===== src/rtl/chess_turn_ctrl_if.sv =====
// Button, timer-flag and game-status signals of the chess turn controller.
// The master side is the controller; the slave side is the board/timers.
interface chess_turn_ctrl_if #(parameter int MOVE_W = 6);
    logic              btn_start;
    logic              btn_p1;
    logic              btn_p2;
    logic              zero1;
    logic              zero2;
    logic              start;
    logic              player;
    logic              paused;
    logic              game_over;
    logic              winner;
    logic [MOVE_W-1:0] moves;

    modport master (
        input  btn_start, btn_p1, btn_p2, zero1, zero2,
        output start, player, paused, game_over, winner, moves
    );

    modport slave (
        output btn_start, btn_p1, btn_p2, zero1, zero2,
        input  start, player, paused, game_over, winner, moves
    );
endinterface


===== src/rtl/chess_turn_ctrl.sv =====
// Chess clock game-control FSM: button conditioning, turn hand-off, move count, winner latch.
// Optional per-button debounce is enabled with the CHESS_DEBOUNCE_EN macro.
module chess_btn_cond #(
    parameter int DEBOUNCE_CYCLES = 3
) (
    input  logic clk,
    input  logic reset,
    input  logic rdy,
    input  logic btn,
    output logic ev
);
    logic s1, s2, lvl, lvl_q, armed;

`ifdef CHESS_DEBOUNCE_EN
    logic [3:0] cnt;
    logic       db;

    always_ff @(posedge clk) begin
        if (reset) begin
            db  <= 1'b0;
            cnt <= '0;
        end else if (s2 == db) begin
            cnt <= '0;
        end else if (cnt == 4'(DEBOUNCE_CYCLES - 1)) begin
            db  <= s2;
            cnt <= '0;
        end else begin
            cnt <= cnt + 4'd1;
        end
    end

    assign lvl = db;
`else
    logic unused_dbc;
    assign unused_dbc = ^32'(DEBOUNCE_CYCLES);
    assign lvl = s2;
`endif

    // armed only once the synchronizer has shown the button released, so a
    // button held through reset cannot fire until pressed again
    always_ff @(posedge clk) begin
        if (reset) begin
            s1    <= 1'b0;
            s2    <= 1'b0;
            lvl_q <= 1'b0;
            armed <= 1'b0;
        end else begin
            s1    <= btn;
            s2    <= s1;
            lvl_q <= lvl;
            if (rdy && !s2) armed <= 1'b1;
        end
    end

    assign ev = lvl & ~lvl_q & armed;
endmodule

module chess_turn_ctrl #(
    parameter int MOVE_W          = 6,
    parameter int DEBOUNCE_CYCLES = 3
) (
    input  logic              clk_four,
    input  logic              reset,
    chess_turn_ctrl_if.master bus
);
    typedef enum logic [1:0] {IDLE, RUN, PAUSE, OVER} state_t;

    state_t            state;
    logic [1:0]        vld_pipe;
    logic [2:0]        btn, ev;
    logic              ev_turn;
    logic              start_q, player_q, paused_q, over_q, winner_q;
    logic [MOVE_W-1:0] moves_q;

    assign btn = {bus.btn_p2, bus.btn_p1, bus.btn_start};

    // synchronizer outputs are meaningful two edges after reset
    always_ff @(posedge clk_four) begin
        if (reset) vld_pipe <= '0;
        else       vld_pipe <= {vld_pipe[0], 1'b1};
    end

    chess_btn_cond #(.DEBOUNCE_CYCLES(DEBOUNCE_CYCLES)) u_btn [2:0] (
        .clk   (clk_four),
        .reset (reset),
        .rdy   (vld_pipe[1]),
        .btn   (btn),
        .ev    (ev)
    );

    assign ev_turn = player_q ? ev[2] : ev[1];

    always_ff @(posedge clk_four) begin
        if (reset) begin
            state    <= IDLE;
            start_q  <= 1'b0;
            player_q <= 1'b0;
            paused_q <= 1'b0;
            over_q   <= 1'b0;
            winner_q <= 1'b0;
            moves_q  <= '0;
        end else begin
            case (state)
                IDLE: begin
                    if (ev[0]) begin
                        state    <= RUN;
                        start_q  <= 1'b1;
                        player_q <= 1'b0;
                    end
                end
                RUN, PAUSE: begin
                    if (bus.zero1 || bus.zero2) begin
                        state    <= OVER;
                        start_q  <= 1'b0;
                        paused_q <= 1'b0;
                        over_q   <= 1'b1;
                        winner_q <= bus.zero1;
                    end else if (ev[0]) begin
                        state    <= (state == RUN) ? PAUSE : RUN;
                        start_q  <= (state == PAUSE);
                        paused_q <= (state == RUN);
                    end else if (state == RUN && ev_turn) begin
                        player_q <= ~player_q;
                        if (moves_q != '1) moves_q <= moves_q + 1'b1;
                    end
                end
                default: ;
            endcase
        end
    end

    assign bus.start     = start_q;
    assign bus.player    = player_q;
    assign bus.paused    = paused_q;
    assign bus.game_over = over_q;
    assign bus.winner    = winner_q;
    assign bus.moves     = moves_q;
endmodule

===== src/flat_wrapper.sv =====
// flat-port wrapper written by rule: the top's interface ports become plain ports
module chess_turn_ctrl_flat 
#(
    parameter int MOVE_W          = 6,
    parameter int DEBOUNCE_CYCLES = 3
)
  (clk_four, reset, bus_btn_start, bus_btn_p1, bus_btn_p2, bus_zero1, bus_zero2, bus_start, bus_player, bus_paused, bus_game_over, bus_winner, bus_moves);
  chess_turn_ctrl_if #(.MOVE_W(MOVE_W)) bus_i ();
  input  logic clk_four;
  input  logic reset;
  input wire logic [$bits(bus_i.btn_start)-1:0] bus_btn_start;
  input wire logic [$bits(bus_i.btn_p1)-1:0] bus_btn_p1;
  input wire logic [$bits(bus_i.btn_p2)-1:0] bus_btn_p2;
  input wire logic [$bits(bus_i.zero1)-1:0] bus_zero1;
  input wire logic [$bits(bus_i.zero2)-1:0] bus_zero2;
  output wire logic [$bits(bus_i.start)-1:0] bus_start;
  output wire logic [$bits(bus_i.player)-1:0] bus_player;
  output wire logic [$bits(bus_i.paused)-1:0] bus_paused;
  output wire logic [$bits(bus_i.game_over)-1:0] bus_game_over;
  output wire logic [$bits(bus_i.winner)-1:0] bus_winner;
  output wire logic [$bits(bus_i.moves)-1:0] bus_moves;
  assign bus_i.btn_start = bus_btn_start;
  assign bus_i.btn_p1 = bus_btn_p1;
  assign bus_i.btn_p2 = bus_btn_p2;
  assign bus_i.zero1 = bus_zero1;
  assign bus_i.zero2 = bus_zero2;
  assign bus_start = bus_i.start;
  assign bus_player = bus_i.player;
  assign bus_paused = bus_i.paused;
  assign bus_game_over = bus_i.game_over;
  assign bus_winner = bus_i.winner;
  assign bus_moves = bus_i.moves;
  chess_turn_ctrl #(.MOVE_W(MOVE_W), .DEBOUNCE_CYCLES(DEBOUNCE_CYCLES)) u_core (.clk_four(clk_four), .reset(reset), .bus(bus_i));
endmodule

===== config.mk =====
export PLATFORM = sky130hd
export DESIGN_NAME = chess_turn_ctrl_flat
export DESIGN_NICKNAME = d
export VERILOG_FILES = /design/src/rtl/chess_turn_ctrl_if.sv /design/src/rtl/chess_turn_ctrl.sv /design/src/flat_wrapper.sv
export SDC_FILE = /design/constraint.sdc
export NUM_CORES = 1
export LEC_CHECK = 0
export CAP_MARGIN = 10
export CORE_UTILIZATION = 36
export DETAILED_ROUTE_END_ITERATION = 8
export GPL_ROUTABILITY_DRIVEN = 1
export MAX_ROUTING_LAYER = met4
export REMOVE_ABC_BUFFERS = 1
export SLEW_MARGIN = 20
export SYNTH_ARGS = -nofsm -noshare
export SYNTH_HDL_FRONTEND = slang
export SYNTH_SLANG_ARGS = --single-unit

===== constraint.sdc =====
create_clock -name clk_four -period 4 [get_ports clk_four]
set_clock_uncertainty 0.05 [all_clocks]
set_input_delay 0.8 -clock clk_four [delete_from_list [all_inputs] [get_ports clk_four]]
set_output_delay 0.8 -clock clk_four [all_outputs]
set_load 0.1 [all_outputs]

Word-level counts from Yosys, hierarchy flattened

Cells that the tools add are included.

Equality and inequality tests: 8
Bitwise operators: 12
Reductions and logical operators: 17
Add/subtract/negate cells: 1
Muxes and demuxes: 18

Operators with widths:

| cell                                                   | number |
|---|---|
| 2-to-1 mux 1 bit                                       | 11 |
| AND reduction 5 bit                                    | 2 |
| 2-to-1 mux 2 bit                                       | 4 |
| adder 6 x 1 -> 6 bit (second input constant)           | 1 |
| bitwise AND 1 bit                                      | 6 |
| inequality test 2 bit (second input constant)          | 3 |
| inequality test 6 bit (second input constant)          | 1 |
| NOT 1 bit                                              | 6 |
| logical AND 1 bit                                      | 4 |
| case mux 1 bit (2 select lines)                        | 2 |
| case mux 2 bit (2 select lines)                        | 1 |
| AND reduction 2 bit                                    | 2 |
| nonzero test 2 bit                                     | 2 |
| logical NOT 1 bit                                      | 3 |
| inequality test 3 x 2 -> 1 bit (second input constant) | 1 |
| AND reduction 3 bit                                    | 1 |
| equality test 2 x 1 -> 1 bit (second input constant)   | 1 |
| equality test 2 bit (second input constant)            | 1 |
| logical NOT 2 bit                                      | 1 |
| inequality test 2 x 1 -> 1 bit (second input constant) | 1 |
| OR reduction 2 bit                                     | 1 |
| logical OR 1 bit                                       | 1 |

Input port bits: 7
Register bits after elaboration: 27
Logic and storage cells: 77
Output and inout bits: 11

Logic depth before layout (Yosys ltp)

Depth after elaboration: 9
Mapped depth: 7
Mapped depth without buffers: 6

Hierarchy

A second synthesis with hierarchy kept.

Cells, all modules: 118
Area, all modules: 1172.4 um^2

Modules (own cells, without submodules):

| module          | sequential area each (um^2) | instances | cells each | area each (um^2) |
|---|---|---|---|---|
| chess_turn_ctrl | 300.3                       | 1         | 85         | 752.0 |
| chess_btn_cond  | 80.1                        | 3         | 11         | 140.1 |

Worst setup path before layout

OpenSTA, ideal clock, no wires.

Path type: flip-flop to flip-flop
From: register u_core.moves_q[0], in the netlist u_core.bus.moves[0]
To: register u_core.moves_q[5], in the netlist u_core.bus.moves[5]
Library setup time: 121 ps
Period minus slack after synthesis: 2263 ps
Buffers on the path: 1
Stages on the path, launching flop included: 7
Required time: 3829 ps
Data arrival time: 2092 ps
Slack: 1737 ps
Cell sequence: dfxtp_1 ha_1 nand2_1 o2111ai_1 buf_2 nor4_1 mux2_2

Word-level cells in the longest chain between the ends: 2
Elaborated cells between the ends (all ways): 3
Classes of those cells: add/sub: 1; eq/ne: 1; reduce/logical: 1

RTL lines:

| element                                                                      | RTL line               | text |
|---|---|---|
| start: declaration                                                           | chess_turn_ctrl.sv:73  | `logic [MOVE_W-1:0] moves_q;` |
| start signal: assignment                                                     | chess_turn_ctrl.sv:124 | `if (moves_q != '1) moves_q <= moves_q + 1'b1;` |
| parallel branches: the longest is 2 deep, another holds adder 6 x 1 -> 6 bit | --                     |  |

Several ways; the timed one is not identified.
A chain may end at the register's enable or synchronous reset.

Final worst setup path

From: register u_core.moves_q[2], in the netlist u_core.bus.moves[2]
To: output bus_moves[2]

RTL lines:

| element          | RTL line           | text |
|---|---|---|
| end: declaration | flat_wrapper.sv:21 | `output wire logic [$bits(bus_i.moves)-1:0] bus_moves;` |

No word-level cell between the ends.

==> impl_metrics.tcl <==
set metrics [dict create \
    place.gp.congestion 0.712 \
    drt_first_pass_iters 4 \
    pwr-share-clk_pct 20.5 \
    drt_wl_total_um 2070 \
    antenna_found_initial 0 \
    required_ns 3.15 \
    tightest_slew_ns 0.967 \
    pwr_density_cell_nw_per_um2 439 \
    setup_viol 0 \
    critPathKind "register to output pin" \
    p_comb_share_pct 29.4 \
    cts_buffer_depth 2 \
    grt_setup_unrepaired "false" \
    ios 18 \
    num_vias 907 \
    maxCapViolCount 0 \
    avgSynthCellArea_sq_um 9.51 \
    post_cts_resized 0 \
    fmax_mhz 357 \
    synth_mux_area_share_pct 2.74 \
    h-tree-depth 1 \
    clkSinkCount 27 \
    die_h_um 58.3 \
    syn_to_final_growth_pct 19.6 \
    finalHoldViolations 0 \
    viasPerCell 5.01 \
    ctsHoldBuffers 0 \
    dieArea_sq_um 3400 \
    drt_iter0_markers 49 \
    holdCritPathClass "register to register" \
    final_area_sq_um 1370 \
    irDropWorstVdd_mv 0.255 \
    p_int_mw 0.386 \
    yosys.area_share.simple_pct 22.3 \
    crit_family "buffers and inverters" \
    postRouteAntennaNets 0 \
    startpoint_type "register" \
    cts_root_buffer "clkbuf_4" \
    grt_pass1_wl_um 3610 \
    yosysTopAreaCellShare_pct 47.4 \
    swShare_pct 35.5 \
    holdWs_ns 0.405 \
    cts_buffers 3 \
    grt_max_degree 20 \
    hpwlAfterDp_um 1480 \
    cp_slowest_stage_delay_ns 1.17 \
    synth_top_family_by_area "simple AND/OR/NAND/NOR gates" \
    p_leak_nw 0.468 \
    max_slew_margin_pct 35.3 \
    ys_types 35 \
    fp.coreArea_sq_um 3030 \
    placed_area_sq_um 1340 \
    min_period_ns 2.80 \
    grt_usage_pct 14.2 \
    crit_fanout 6 \
    synth_area_leaders "dfxtp_1, ha_1, nor2b_1" \
    die_w_um 58.3 \
    ys_seq_area_share_pct 47.4 \
    wl_per_cell_um 11.4 \
    fin_tns_setup_ns 0 \
    diodes 0 \
    cts_tree "done" \
    port_buffers 17 \
    postCtsSetupRepairBufs 0 \
    yosysWarnings 0 \
    grt-ovfl-total 0 \
    synthAdderAreaFrac_pct 5.48 \
    synth_cells 120 \
    synth_compound_area_share_pct 15.8 \
    initial_core_util_pct 37.7 \
    crit_chain "clkdlybuf4s50_1" \
    drive_gt1_share_pct 6.57 \
    synth_area_sq_um 1140 \
    p_sw_mw 0.212 \
    clkSlewWorstSetupHoldPaths_ns 0.15 \
    drc 0 \
    status "completed" \
    synth-seq-cells 27 \
    end_kind "output pin" \
    path_buf_inv 1 \
    crit_path_top_delay_cell "clkdlybuf4s50_1" \
    synth_area_leader_cell "dfxtp_1" \
    clkLatencyLatePin_ns 0.33 \
    power_frac_seq_pct 50.1 \
    grt_pass1_vias 858 \
    synth_xor_area_share_pct 0 \
    maxSlewViolCount 0 \
    nets 150 \
    fin_crit_sh_pct 69.9 \
    crit_arrival_ns 1.95 \
    num_rows 20 \
]
==> placed cells by master, fill, tap and decap left out <==
cell / instances
o21ai_0: 5
nand2_1: 4
or3_1: 1
mux2i_1: 2
dfxtp_1: 27
nor4bb_1: 1
or3b_1: 1
o41ai_1: 1
clkinvlp_4: 1
buf_4: 1
nand3b_1: 4
nand3_1: 3
o311ai_0: 1
a21oi_1: 11
a41oi_1: 1
ha_1: 5
or2_2: 2
nor2_1: 11
o2111ai_1: 2
clkbuf_4: 3
a22oi_1: 1
nor3b_4: 1
inv_1: 9
clkdlybuf4s50_1: 17
o31ai_1: 2
o21a_1: 1
nor2b_1: 9
nor4_1: 1
nor3_1: 2
and3b_1: 1
a221oi_1: 1
a32oi_1: 1
mux2_2: 1
or4_1: 2
a311oi_1: 1
==> metal layers <==
metal  vias to the layer above  track usage, %  routed length [um]
met5                         -               -                   0
met3                         4            2.20                  52
met4                         0            7.14                  31
li1                        459               -                   -
met1                       428            18.2                1080
met2                        16            21.8                 908
==> worst paths after layout <==
kind | from | endpoint | slack, ns | cells past startpoint
max | u_core.bus.moves[2]$_SDFFE_PP0P_ | bus_moves[2] | 1.20 | 1
min | u_core.u_btn[2].s1$_SDFF_PP0_ | u_core.u_btn[2].lvl$_SDFF_PP0_ | 0.40 | 1
max reg2reg | u_core.state[0]$_SDFFE_PP0P_ | u_core.bus.moves[5]$_SDFFE_PP0P_ | 1.38 | 6
min reg2reg | u_core.u_btn[2].s1$_SDFF_PP0_ | u_core.u_btn[2].lvl$_SDFF_PP0_ | 0.40 | 1
==> kinds of logic after synthesis <==
group | Yosys count
AO/OA/AOI/OAI | 28
adder cells (fa/ha/maj) | 5
buffers and inverters | 14
flip-flops | 27
multiplexers | 3
AND/OR/NAND/NOR | 43
==> area by class of cell <==
cell class | count | area (sq um)
Sequential cell | 27 | 541
Fill cell | 313 | 1660
Clock inverter | 1 | 7.51
Clock buffer | 3 | 22.5
Multi-Input combinational cell | 79 | 528
Inverter | 9 | 33.8
Tap cell | 44 | 55.1
Timing Repair Buffer | 18 | 178
==> metrics by stage <==
stage          power, mW  instances  setup WS (ns)  utilization (%)
6_report           0.599        181           1.20             45.1
5_1_grt            0.628        181           1.14             45.1
4_1_cts            0.605        181           1.20             45.1
3_5_place_dp       0.483        177           1.02             44.1
3_3_place_gp       0.481        177           1.14             44.1
2_1_floorplan      0.439        115           1.60                -
==> cells in the mapped netlist, drive strengths merged <==
master	n
or2	2
ha	5
or3	1
mux2	1
a221oi	1
o311ai	1
and3b	1
a22oi	1
nand3b	4
inv	9
mux2i	2
or4	2
dfxtp	27
nor2b	9
a311oi	1
clkbuf	1
or3b	1
nand2	4
nor4bb	1
buf	4
a32oi	1
o21a	1
o2111ai	2
nor4	1
o21ai	5
nor3	2
a41oi	1
a21oi	11
nor2	11
nor3b	1
o41ai	1
nand3	3
o31ai	2
==> flip-flops by register name, summed over array words and instances (netlist names) <==
register / count
u_core.vld_pipe: 2
u_core.u_btn.lvl_q: 3
u_core.u_btn.armed: 3
u_core.u_btn.s1: 3
u_core.bus.winner: 1
u_core.bus.game_over: 1
u_core.bus.paused: 1
u_core.bus.moves: 6
u_core.bus.start: 1
u_core.u_btn.lvl: 3
u_core.state: 2
u_core.bus.player: 1
==> power groups by stage <==
stage	Clock, mW	Combinational, mW	Sequential, mW
6_report	0.123	0.176	0.300
5_1_grt	0.135	0.190	0.303
4_1_cts	0.127	0.177	0.300
3_5_place_dp	0	0.177	0.306
3_3_place_gp	0	0.176	0.306
2_1_floorplan	0	0.0741	0.365
Power figures use the tool's default switching activity.
